File: src/rtl/spi_pkg.sv
// Shared types and default sizing for the SPI transmit controller.
package spi_pkg;

  typedef enum logic [1:0] {
    IDLE  = 2'd0,
    SETUP = 2'd1,
    SHIFT = 2'd2,
    DONE  = 2'd3
  } spi_state_t;

  localparam int SPI_DATA_W  = 8;
  localparam int SPI_CLK_DIV = 4;

endpackage

File: src/rtl/spi_tx_ctrl_if.sv
// Strobe, SPI pin and status bundle between the button logic and spi_tx_ctrl.
interface spi_tx_ctrl_if
  import spi_pkg::*;
#(
  parameter int DATA_W = SPI_DATA_W
) ();

  logic              next_count;
  logic              start_send;
  logic              miso;
  logic              sclk;
  logic              mosi;
  logic              cs_n;
  logic              busy;
  logic              done;
  logic [DATA_W-1:0] count_value;
  logic [DATA_W-1:0] rx_data;

  modport slave (
    input  next_count, start_send, miso,
    output sclk, mosi, cs_n, busy, done, count_value, rx_data
  );

  modport master (
    output next_count, start_send, miso,
    input  sclk, mosi, cs_n, busy, done, count_value, rx_data
  );

endinterface

File: src/rtl/spi_clk_gen.sv
// CLK_DIV half-period divider: registered SCLK plus one-cycle strobes that
// are high in the cycle before SCLK rises or falls.
module spi_clk_gen
  import spi_pkg::*;
#(
  parameter int CLK_DIV = SPI_CLK_DIV
) (
  input  logic clk,
  input  logic s_rst_n,
  input  logic i_en,
  input  logic i_clr,
  input  logic i_toggle_en,
  output logic o_tick,
  output logic o_rise_stb,
  output logic o_fall_stb,
  output logic o_sclk
);

  localparam int            CW      = (CLK_DIV > 1) ? $clog2(CLK_DIV) : 1;
  localparam logic [CW-1:0] CNT_MAX = CW'(CLK_DIV - 1);

  logic [CW-1:0] r_cnt;
  logic          r_sclk;

  assign o_tick     = i_en && (r_cnt == CNT_MAX);
  assign o_rise_stb = o_tick && i_toggle_en && !r_sclk;
  assign o_fall_stb = o_tick && i_toggle_en &&  r_sclk;
  assign o_sclk     = r_sclk;

  always_ff @(posedge clk) begin
    if (!s_rst_n) begin
      r_cnt  <= '0;
      r_sclk <= 1'b0;
    end else if (i_clr || !i_en) begin
      r_cnt <= '0;
      if (i_clr) r_sclk <= 1'b0;
    end else if (o_tick) begin
      r_cnt <= '0;
      if (i_toggle_en) r_sclk <= ~r_sclk;
    end else begin
      r_cnt <= r_cnt + CW'(1);
    end
  end

endmodule

File: src/rtl/spi_tx_ctrl.sv
// Wrapping counter plus SPI mode-0 transmitter that sends the counter value
// and captures MISO. Define SPI_LOOPBACK_EN to receive from the internal MOSI.
module spi_tx_ctrl
  import spi_pkg::*;
#(
  parameter int DATA_W  = SPI_DATA_W,
  parameter int CLK_DIV = SPI_CLK_DIV
) (
  input  logic          clk,
  input  logic          s_rst_n,
  spi_tx_ctrl_if.slave  bus
);

  localparam int            EW         = $clog2(2*DATA_W + 1);
  localparam logic [EW-1:0] LAST_EDGE  = EW'(2*DATA_W);
  localparam logic [EW-1:0] LAST_FALL  = EW'(2*DATA_W - 1);

  spi_state_t        r_state, w_state_nxt;
  logic [DATA_W-1:0] r_count;
  logic [DATA_W-1:0] r_tx_sh, w_tx_sh_nxt;
  logic [DATA_W-1:0] r_rx_sh, w_rx_sh_nxt;
  logic [DATA_W-1:0] r_rx_data, w_rx_data_nxt;
  logic [EW-1:0]     r_edge_cnt, w_edge_cnt_nxt;
  logic              r_cs_n, w_cs_n_nxt;
  logic              r_done, w_done_nxt;
  logic              w_clk_en, w_clk_clr, w_toggle_en;
  logic              w_tick, w_rise_stb, w_fall_stb, w_sclk, w_rx_bit;

`ifdef SPI_LOOPBACK_EN
  assign w_rx_bit = r_tx_sh[DATA_W-1];
`else
  assign w_rx_bit = bus.miso;
`endif

  // SCLK keeps toggling until all 2*DATA_W edges are out, then the divider
  // only times the trailing low hold.
  assign w_clk_en    = (r_state == SETUP) || (r_state == SHIFT);
  assign w_toggle_en = w_clk_en && (r_edge_cnt != LAST_EDGE);
  assign w_clk_clr   = (r_state == IDLE) && bus.start_send;

  spi_clk_gen #(
    .CLK_DIV (CLK_DIV)
  ) u_clk_gen (
    .clk         (clk),
    .s_rst_n     (s_rst_n),
    .i_en        (w_clk_en),
    .i_clr       (w_clk_clr),
    .i_toggle_en (w_toggle_en),
    .o_tick      (w_tick),
    .o_rise_stb  (w_rise_stb),
    .o_fall_stb  (w_fall_stb),
    .o_sclk      (w_sclk)
  );

  always_comb begin
    w_state_nxt    = r_state;
    w_tx_sh_nxt    = r_tx_sh;
    w_rx_sh_nxt    = r_rx_sh;
    w_rx_data_nxt  = r_rx_data;
    w_edge_cnt_nxt = r_edge_cnt;
    w_cs_n_nxt     = r_cs_n;
    w_done_nxt     = 1'b0;

    if (w_rise_stb) begin
      w_rx_sh_nxt    = {r_rx_sh[DATA_W-2:0], w_rx_bit};
      w_edge_cnt_nxt = r_edge_cnt + EW'(1);
    end
    if (w_fall_stb) begin
      w_edge_cnt_nxt = r_edge_cnt + EW'(1);
      if (r_edge_cnt != LAST_FALL) w_tx_sh_nxt = {r_tx_sh[DATA_W-2:0], 1'b0};
    end

    unique case (r_state)
      IDLE: begin
        if (bus.start_send) begin
          w_tx_sh_nxt    = r_count;
          w_rx_sh_nxt    = '0;
          w_edge_cnt_nxt = '0;
          w_cs_n_nxt     = 1'b0;
          w_state_nxt    = SETUP;
        end
      end
      SETUP: begin
        if (w_rise_stb) w_state_nxt = SHIFT;
      end
      SHIFT: begin
        // End of the trailing hold: DONE-state outputs land on entry so
        // cs_n rises exactly with the done pulse.
        if (w_tick && (r_edge_cnt == LAST_EDGE)) begin
          w_cs_n_nxt    = 1'b1;
          w_done_nxt    = 1'b1;
          w_tx_sh_nxt   = '0;
          w_rx_data_nxt = r_rx_sh;
          w_state_nxt   = DONE;
        end
      end
      DONE: begin
        w_state_nxt = IDLE;
      end
      default: begin
        w_state_nxt = IDLE;
      end
    endcase
  end

  always_ff @(posedge clk) begin
    if (!s_rst_n) r_state <= IDLE;
    else          r_state <= w_state_nxt;
  end

  always_ff @(posedge clk) begin
    if (!s_rst_n) begin
      r_count    <= '0;
      r_tx_sh    <= '0;
      r_rx_sh    <= '0;
      r_rx_data  <= '0;
      r_edge_cnt <= '0;
      r_cs_n     <= 1'b1;
      r_done     <= 1'b0;
    end else begin
      if (bus.next_count) r_count <= r_count + DATA_W'(1);
      r_tx_sh    <= w_tx_sh_nxt;
      r_rx_sh    <= w_rx_sh_nxt;
      r_rx_data  <= w_rx_data_nxt;
      r_edge_cnt <= w_edge_cnt_nxt;
      r_cs_n     <= w_cs_n_nxt;
      r_done     <= w_done_nxt;
    end
  end

  assign bus.sclk        = w_sclk;
  assign bus.mosi        = r_tx_sh[DATA_W-1];
  assign bus.cs_n        = r_cs_n;
  assign bus.busy        = ~r_cs_n;
  assign bus.done        = r_done;
  assign bus.count_value = r_count;
  assign bus.rx_data     = r_rx_data;

endmodule

File: src/flat_wrapper.sv
// flat-port wrapper written by rule: the top's interface ports become plain ports
module spi_tx_ctrl_flat import spi_pkg::*;
#(
  parameter int DATA_W  = SPI_DATA_W,
  parameter int CLK_DIV = SPI_CLK_DIV
)
  (clk, s_rst_n, bus_next_count, bus_start_send, bus_miso, bus_sclk, bus_mosi, bus_cs_n, bus_busy, bus_done, bus_count_value, bus_rx_data);
  spi_tx_ctrl_if #(.DATA_W(DATA_W)) bus_i ();
  input  logic clk;
  input  logic s_rst_n;
  input wire logic [$bits(bus_i.next_count)-1:0] bus_next_count;
  input wire logic [$bits(bus_i.start_send)-1:0] bus_start_send;
  input wire logic [$bits(bus_i.miso)-1:0] bus_miso;
  output wire logic [$bits(bus_i.sclk)-1:0] bus_sclk;
  output wire logic [$bits(bus_i.mosi)-1:0] bus_mosi;
  output wire logic [$bits(bus_i.cs_n)-1:0] bus_cs_n;
  output wire logic [$bits(bus_i.busy)-1:0] bus_busy;
  output wire logic [$bits(bus_i.done)-1:0] bus_done;
  output wire logic [$bits(bus_i.count_value)-1:0] bus_count_value;
  output wire logic [$bits(bus_i.rx_data)-1:0] bus_rx_data;
  assign bus_i.next_count = bus_next_count;
  assign bus_i.start_send = bus_start_send;
  assign bus_i.miso = bus_miso;
  assign bus_sclk = bus_i.sclk;
  assign bus_mosi = bus_i.mosi;
  assign bus_cs_n = bus_i.cs_n;
  assign bus_busy = bus_i.busy;
  assign bus_done = bus_i.done;
  assign bus_count_value = bus_i.count_value;
  assign bus_rx_data = bus_i.rx_data;
  spi_tx_ctrl #(.DATA_W(DATA_W), .CLK_DIV(CLK_DIV)) u_core (.clk(clk), .s_rst_n(s_rst_n), .bus(bus_i));
endmodule
File: config.mk
export PLATFORM = sky130hd
export DESIGN_NAME = spi_tx_ctrl_flat
export DESIGN_NICKNAME = d
export VERILOG_FILES = /design/src/rtl/spi_pkg.sv /design/src/rtl/spi_tx_ctrl_if.sv /design/src/rtl/spi_clk_gen.sv /design/src/rtl/spi_tx_ctrl.sv /design/src/flat_wrapper.sv
export SDC_FILE = /design/constraint.sdc
export NUM_CORES = 1
export LEC_CHECK = 0
export CORE_MARGIN = 1.5
export CORE_UTILIZATION = 39
export DETAILED_ROUTE_END_ITERATION = 12
export PLACE_DENSITY = 0.58
export RECOVER_POWER = 100
export SYNTH_ARGS = -nofsm -noshare
export SYNTH_HDL_FRONTEND = slang
export SYNTH_SLANG_ARGS = --single-unit
File: constraint.sdc
create_clock -name clk -period 2.4 [get_ports clk]
set_input_delay 0.48 -clock clk [delete_from_list [all_inputs] [get_ports clk]]
set_output_delay 0.48 -clock clk [all_outputs]
set_load 0.1 [all_outputs]
---- Yosys cells after proc, flatten, opt, wreduce, memory -nomap -nowiden ----
Cells that the tools add are included.
W data, S select, Z words.
word-level totals
  register bits after elaboration ......... 44
  output and inout bits ................... 21
cells by class
  $add $sub $neg .......................... 3
  equal/unequal tests ..................... 11
  muxes and demuxes ....................... 24
  bitwise logic cells ..................... 3
  reduce and logical (&&, ||, !) cells .... 21
operator list
  operator               count
  $mux W8                7
  $mux W5                4
  $pmux W8 S2            1
  $reduce_and A3 Y1      3
  $add A8 B1 Y8 const B  1
  $ne A2 B2 Y1 const B   4
  $pmux W2 S4            1
  $logic_and A1 B1 Y1    7
  $mux W1                7
  $eq A2 B2 Y1 const B   3
  $mux W2                3
  $reduce_bool A2 Y1     3
  $add A5 B1 Y5 const B  1
  $eq A5 B5 Y1 const B   1
  $ne A5 B4 Y1 const B   1
  $ne A5 B5 Y1 const B   1
  $reduce_and A2 Y1      2
  $not A1 Y1             3
  $reduce_or A3 Y1       1
  $add A2 B1 Y2 const B  1
  $eq A2 B1 Y1 const B   1
  $logic_not A1 Y1       2
  $logic_not A2 Y1       1
  $logic_or A1 B1 Y1     2
  $pmux W1 S2            1

---- Depth between registers and ports, before layout ----
Gate-level depths: netlist of run 1.
  word-level depth ........................ 9
  gate-level depth with buffers ........... 8

---- Hierarchy ----
Synthesis of run 1 repeated with hierarchy kept, for this count alone.
unflattened totals
  cell total of the unflattened synthesis .. 199
  area total of the unflattened synthesis .. 1963.1 µm²
by module, submodules not included
  module       times used  cells an instance  area each (µm²)  sequential area each (µm²)
  spi_tx_ctrl  1           185                1813.0           820.8
  spi_clk_gen  1           14                 150.1            60.1

---- Worst setup path after synthesis of run 1 ----
No wires, ideal clock.
  kind .................................... register to output
  start ................................... register u_core.r_cs_n, in the netlist u_core.bus.cs_n
  end ..................................... output bus_busy
  arrival ................................. 1.634 ns
  required time ........................... 1.920 ns
  setup slack ............................. 0.286 ns
  cell stages (with the launch flop) ...... 2
  path through ............................ dfxtp_1 -> inv_1
on the way
  word-level cells in the longest chain between the ends .. 1
ends and longest elaborated chain
  element                 RTL line            text
  from (decl)             spi_tx_ctrl.sv:24   logic r_cs_n, w_cs_n_nxt;
  from (signal assigned)  spi_tx_ctrl.sv:126  r_cs_n <= w_cs_n_nxt;
  $not A1 Y1              spi_tx_ctrl.sv:134  assign bus.busy = ~r_cs_n;
  to (decl)               flat_wrapper.sv:17  output wire logic [$bits(bus_i.busy)-1:0] bus_busy;
Every way passes these cells.

---- Worst setup path after layout of run 1 ----
  start ................................... register u_core.r_count[6], in the netlist u_core.bus.count_value[6]
  end ..................................... output bus_count_value[6]
RTL lines
  element                 RTL line            text
  from (decl)             spi_tx_ctrl.sv:19   logic [DATA_W-1:0] r_count;
  from (signal assigned)  spi_tx_ctrl.sv:121  if (bus.next_count) r_count <= r_count + DATA_W'(1);
  to (decl)               flat_wrapper.sv:19  output wire logic [$bits(bus_i.count_value)-1:0] bus_count_value;
No word-level cell between the ends.

==> reports/results.tsv, run 1 <==
stage	metric	value	unit
logic_synthesis	synthXorXnorAreaFrac	0.0401	
setup_path	critical_path_class	flop to output pin	
setup_path	critPathCaptureType	output pin	
timing	drv_slew	0	
logic_synthesis	synth.top_cell.area_share	0.448	
pwr	peakVddDrop	0.000454	V
logic_synthesis	ys_seq_elements	44	
logic_synthesis	synth_fa_ha_area_frac	0.0573	
timing	relSlewSlack	0.223	
place	gp_congestion	0.728	
global_route	track_usage	0.157	
die	pin_count	26	
logic_synthesis	synthesis.area	0.00197	mm²
pwr	power	1.91	mW
global_route	grt_overflow	0	
global_route	grt_start_max_net_pins	18	
finish	area_delta_synth_final	17.4	%
logic_synthesis	synth_top_family_by_area	simple AND/OR/NAND/NOR gates	
place	dp.final_hpwl	2790	µm
logic_synthesis	yosys-mux-area-fraction	0.0916	
detailed_routing	initialDrtViolationCount	67	
clock_tree	postCtsSetupBuffers	0	
clock_tree	clockRootBuffer	clkbuf_8	
clock_tree	cts_tree	built	
clock_tree	clock_sinks	44	
detailed_routing	vias_per_cell	4.92	
setup_path	cp.required	1920	ps
hold_path	holdCritPathClass	flop to flop	
die	dieWidth	74.0	µm
logic_synthesis	syn_nets	230	
setup_path	crit_slowest_cell	clkbuf_1	
place	io_buffers	25	
detailed_routing	routed_wirelength	3840	µm
status	outcome	completed	
timing	fin_crit_sh	0.852	
timing	finalSetupTns	0	ps
clock_tree	cts_resized	0	
die	rows	25	
setup_path	cp_data_arrival_time	1560	ps
setup_path	cp_max_fo	4	
timing	final.setup_skew	3.13	ps
finish	drive_gt1_frac	0.0741	
global_route	antenna_found_initial	0	
detailed_routing	dr.pass1.iters	4	
timing	max_freq	0.489	GHz
timing	setup_viol	0	
setup_path	crit_chain	clkbuf_1	
setup_path	path_buf_inv	1	
pwr	p_per_area	826	mW/mm²
clock_tree	path_clk_slew	80	ps
clock_tree	cts_buffers	5	
flow_run	max_cap_viol_count	0	
logic_synthesis	ys_warn_count	0	
clock_tree	insertion_delay	290	ps
logic_synthesis	yosys.area_share.simple	0.232	
finish	finalNetCount	257	
detailed_routing	drc	0	
die	start_util	0.411	
clock_tree	postCtsHoldBufs	0	
logic_synthesis	synth-compound-area-share	0.0961	
logic_synthesis	synth_area_per_cell	9.11	µm²
setup_path	cpLargestDelayFamily	buffers and inverters	
timing	rsz0062_at_grt	no	
detailed_routing	antenna_left	0	
logic_synthesis	ys_top_cells_by_area	dfxtp_1, mux2i_1, nor2_1	
clock_tree	htreeDepth	2	
die	die_area	0.00548	mm²
detailed_routing	vias	1526	
die	core_area	0.00479	mm²
logic_synthesis	syn_inst	216	
logic_synthesis	synth-seq-area-share	0.448	
finish	antenna_cells	0	
pwr	p_leak	0.897	nW
timing	worst_pin_slew	1170	ps
global_route	grt_pass1_vias	1445	
clock_tree	clockBufferDepth	2	
finish	layout_common_cells	dfxtp_1, nor2_1, nand2_1, mux2i_1, clkbuf_1	
timing	min_period	2040	ps
setup_path	cpPeakStageDelay	880	ps
logic_synthesis	yosys.area.top_type	dfxtp_1	
logic_synthesis	yosys.cell_types.count	31	
timing	hold_viol_final	0	
finish	fill_cells	507	
setup_path	cp-start-kind	flop	
detailed_routing	routedWlPerCell	12.4	µm
die	die_h	74.0	µm
finish	layout_commonest_cell	dfxtp_1	
global_route	grt_pass1_wl	6600	µm
==> per-layer routing <==
| layer | GRT usage | share of wire | up-vias | wire, µm |
|---|---|---|---|---|
| met5 | 0 | 0 | - | 0 |
| met4 | 0.0494 | 0.010 | 0 | 40 |
| met3 | 0.0339 | 0.028 | 5 | 108 |
| met2 | 0.250 | 0.46 | 20 | 1770 |
| met1 | 0.214 | 0.50 | 699 | 1920 |
| li1 | - | - | 802 | - |
==> cell usage after synthesis <==
master     count
or3_1          2
a32o_1         1
a221o_1        1
nand4_1        4
buf_2          1
o311a_1        7
mux2i_1       18
nor3_1         1
and4bb_4       1
o21ai_0        4
xnor2_1        3
dfxtp_1       44
and3_1        11
nand4bb_1      1
nand3b_1       1
a21oi_1       12
nand3_1        2
nand2b_1       2
and2_1         2
clkbuf_1       8
nor2_1        36
clkinv_1       1
nand2_1       24
inv_1          8
xor2_1         6
o211a_1        1
nand4b_1       1
a221oi_1       1
ha_1           9
nor4b_1        2
nor4b_4        1
==> sequential cells by signal (all words and copies together), names as in the netlist <==
| name | cells |
|---|---|
| u_core.bus.rx_data | 8 |
| u_core.bus.done | 1 |
| u_core.r_rx_sh | 8 |
| u_core.bus.cs_n | 1 |
| u_core.u_clk_gen.o_sclk | 1 |
| u_core.u_clk_gen.r_cnt | 2 |
| u_core.bus.count_value | 8 |
| u_core.r_state | 2 |
| u_core.r_edge_cnt | 5 |
| u_core.r_tx_sh | 8 |
==> cell families (layout without fill, tap and decap cells) <==
kind of cell,Yosys count,in the layout
buf+inv,18,45
mux,18,18
simple gates,91,91
compound gates,27,27
fa+ha+maj,9,9
flops,44,44
xor+xnor,9,9
==> power by group <==
group          leakage [nW]  internal, mW  switching [mW]  total [mW]
clock network        0.0642         0.410           0.239       0.649
registers             0.356         0.766          0.0291       0.795
logic                 0.477         0.121           0.343       0.464
total                 0.897          1.30           0.612        1.91
==> final timing paths <==
path	start	endpoint	slack (ps)	cells past startpoint
hold / removal	u_core.u_clk_gen.r_cnt[0]$_SDFF_PP0_	u_core.u_clk_gen.r_cnt[0]$_SDFF_PP0_	430	1
setup reg to reg	u_core.r_edge_cnt[0]$_SDFF_PN0_	u_core.r_tx_sh[6]$_SDFF_PN0_	370	6
hold reg to reg	u_core.u_clk_gen.r_cnt[0]$_SDFF_PP0_	u_core.u_clk_gen.r_cnt[0]$_SDFF_PP0_	430	1
setup / recovery	u_core.bus.count_value[6]$_SDFFE_PN0P_	bus_count_value[6]	360	1
==> layout make-up <==
| type | instances | area [µm²] | area share |
|---|---|---|---|
| inverter | 9 | 33.8 | 0.0146 |
| tap | 67 | 83.8 | 0.0363 |
| sequential | 44 | 881 | 0.381 |
| clock inverter | 2 | 60.1 | 0.0260 |
| multi-input combinational | 154 | 1020 | 0.440 |
| timing repair buffer | 29 | 165 | 0.0715 |
| clock buffer | 5 | 68.8 | 0.0298 |
==> worst reg2reg max path: stages (launching register included) <==
cell and delay (ps):
dfxtp_1 350, ha_1 210, and3_1 200, ha_1 220, nor4b_4 570, mux2i_1 250
o311a_1 170
==> per-stage QoR <==
stage               hold slack (ps)  worst slack (ps)   util  area [µm²]  std cells
floorplan                       407               286      -        1970        216
global placement                431               366  0.471        2260        303
detailed placement              427               384  0.471        2260        303
CTS                             439               359  0.498        2380        310
global route                    455               190  0.483        2310        310
finish                          435               356  0.483        2310        310
Power figures use the tool's default switching activity.
==> run 2: changes to the inputs <==
Settings changed: CORE_UTILIZATION 39 to 50, MAX_ROUTING_LAYER set to met4, PLACE_DENSITY 0.58 to 0.71.
==> run 2 against run 1 <==
Net effect: power fell by 12%; highest routed layer unchanged; sequential cell count did not move; register-to-register slack barely moved; via count fell by 0.46%; largest cell class unchanged; critical path depth did not move; maximum frequency fell by 0.43%; clock power fell by 34%; combinational power barely moved; sequential power barely moved; clock skew rose by 1.1 ps; non-clock buffer count did not move; design area fell by 3.6%.
==> reports/results.tsv, run 2 (synthesis gave the netlist of run 1 again) <==
stage	metric	value	unit	change
timing	hold_viol_final	0		unchanged
pwr	clockPowerShare	0.253		-0.087
detailed_routing	routed_wirelength	3750	µm	-2.4%
setup_path	cp_max_fo	4		unchanged
setup_path	critPathCaptureType	output pin		
die	core_area	0.00372	mm²	-22%
setup_path	critPathLaunch	u_core.bus.count_value[6]$_SDFFE_PN0P_		
pwr	comb_power_share	0.276		+0.033
clock_tree	postCtsSetupBuffers	0		unchanged
clock_tree	postCtsHoldBufs	0		unchanged
die	pin_count	26		unchanged
setup_path	critical_path_class	flop to output pin		
setup_path	cpPeakStageDelay	880	ps	about the same
place	gp_congestion	0.791		+8.6%
finish	area_delta_synth_final	13.2	%	
detailed_routing	initialDrtViolationCount	95		+42%
finish	antenna_cells	0		unchanged
detailed_routing	antenna_left	0		unchanged
global_route	grt_start_max_net_pins	16		-2
timing	drv_slew	0		unchanged
clock_tree	path_clk_slew	80	ps	about the same
global_route	grt_pass1_wl	6150	µm	-6.8%
global_route	grt_pass1_vias	1335		-7.6%
hold_path	holdCritPathClass	flop to flop		
finish	layout_common_cells	dfxtp_1, nor2_1, nand2_1, mux2i_1, clkbuf_1		
clock_tree	cts_resized	0		unchanged
die	start_util	0.529		+0.118
place	dp.cells	284		-6.3%
finish	layout_commonest_cell	dfxtp_1		
finish	layout.cells.non_filler	291		-6.1%
die	die_area	0.00432	mm²	-21%
timing	rsz0062_at_grt	no		
pwr	p_sw	0.600	mW	-2.0%
detailed_routing	routedWlPerCell	12.9	µm	+4.0%
clock_tree	insertion_delay	290	ps	about the same
setup_path	cp-start-kind	flop		
clock_tree	clockRootBuffer	clkbuf_8		
finish	finalNetCount	257		unchanged
timing	final.setup_skew	4.26	ps	+1.13 ps
setup_path	cp_data_arrival_time	1570	ps	about the same
detailed_routing	vias_per_cell	5.22		+6.0%
clock_tree	cts_buffers	5		unchanged
timing	min_period	2050	ps	+8.82 ps
timing	fin_crit_sh	0.855		+0.00367
setup_path	cp.required	1920	ps	about the same
setup_path	reg2reg_slack	360	ps	about the same
setup_path	crit_chain	clkbuf_1		
setup_path	path_buf_inv	1		unchanged
pwr	p_leak	0.870	nW	-3.0%
clock_tree	cts_tree	built		
global_route	grt_overflow	0		unchanged
place	io_buffers	25		unchanged
clock_tree	htreeDepth	2		unchanged
die	rows	22		-12%
setup_path	crit_slowest_cell	clkbuf_1		
pwr	switching_share	0.356		+0.0354
timing	finalSetupTns	0	ps	unchanged
pwr	peakVddDrop	0.000441	V	-2.9%
finish	drive_gt1_frac	0.0741		unchanged
setup_path	timing.rr.start	u_core.r_edge_cnt[0]$_SDFF_PN0_		
die	dieWidth	65.7	µm	-11%
global_route	track_usage	0.193		+0.0361
pwr	seqPwrFrac	0.471		+0.054
timing	worst_pin_slew	1190	ps	+20.1 ps
detailed_routing	vias	1519		-0.46%
flow_run	max_cap_viol_count	0		unchanged
global_route	antenna_found_initial	0		unchanged
place	dp.final_hpwl	2770	µm	-0.98%
timing	setup_viol	0		unchanged
status	outcome	completed		
hold_path	hold_start	u_core.u_clk_gen.r_cnt[0]$_SDFF_PP0_		
die	die_h	65.7	µm	-11%
detailed_routing	dr.pass1.iters	4		unchanged
pwr	intPower	1.08	mW	-16%
pwr	p_per_area	757	mW/mm²	-8.4%
clock_tree	clock_sinks	44		unchanged
timing	relSlewSlack	0.209		-0.0134
timing	max_freq	0.487	GHz	-0.43%
setup_path	cpLargestDelayFamily	buffers and inverters		
detailed_routing	drc	0		unchanged
clock_tree	clockBufferDepth	2		unchanged
==> run 2: area by class of cell <==
cell class              instances  area [µm²]
well taps                      48        60.1
flip-flops and latches         44         881
clock buffers                   5        68.8
clock inverters                 2        12.5
repair buffers                 29         153
fillers                       348        1490
multi-input cells             154        1020
inverters                       9        33.8
==> run 2: path summary, 6_finish.rpt <==
check | depth (start not counted) | end
min reg2reg | 1 | u_core.u_clk_gen.r_cnt[0]$_SDFF_PP0_
min | 1 | u_core.u_clk_gen.r_cnt[0]$_SDFF_PP0_
max reg2reg | 6 | u_core.r_tx_sh[3]$_SDFF_PN0_
max | 1 | bus_count_value[6]
==> run 2: power groups by stage <==
stage / clock network (mW) / logic [mW] / registers [mW]
after floorplan: 0 / 0.297 / 0.888
after global placement: 0 / 0.480 / 0.810
after detailed placement: 0 / 0.486 / 0.811
after CTS: 0.446 / 0.488 / 0.793
after global routing: 0.474 / 0.513 / 0.801
final: 0.426 / 0.465 / 0.793
==> run 2: per-layer routing <==
| metal | track usage | up-vias | part of all wire |
|---|---|---|---|
| li1 | - | 796 | - |
| met1 | 0.244 | 697 | 0.50 |
| met2 | 0.303 | 22 | 0.46 |
| met3 | 0.0462 | 4 | 0.027 |
| met4 | 0.0703 | 0 | 0.012 |
| met5 | - | - | 0 |
==> run 2: through the flow <==
stage	utilization	cell area [µm²]	worst slack [ps]	total power [mW]	hold slack, ps
after floorplan	-	1970	286	1.19	407
after global placement	0.597	2220	404	1.29	427
after detailed placement	0.597	2220	377	1.30	432
after CTS	0.619	2300	350	1.73	444
after global routing	0.599	2230	255	1.79	481
final	0.599	2230	347	1.68	439
==> run 3: changes to the inputs <==
Settings changed: SETUP_SLACK_MARGIN set to 0.2, SKIP_CTS_REPAIR_TIMING set to 1.
==> results of run 3 <==
The final DEF is identical to that of run 2; final timing and power are the same.
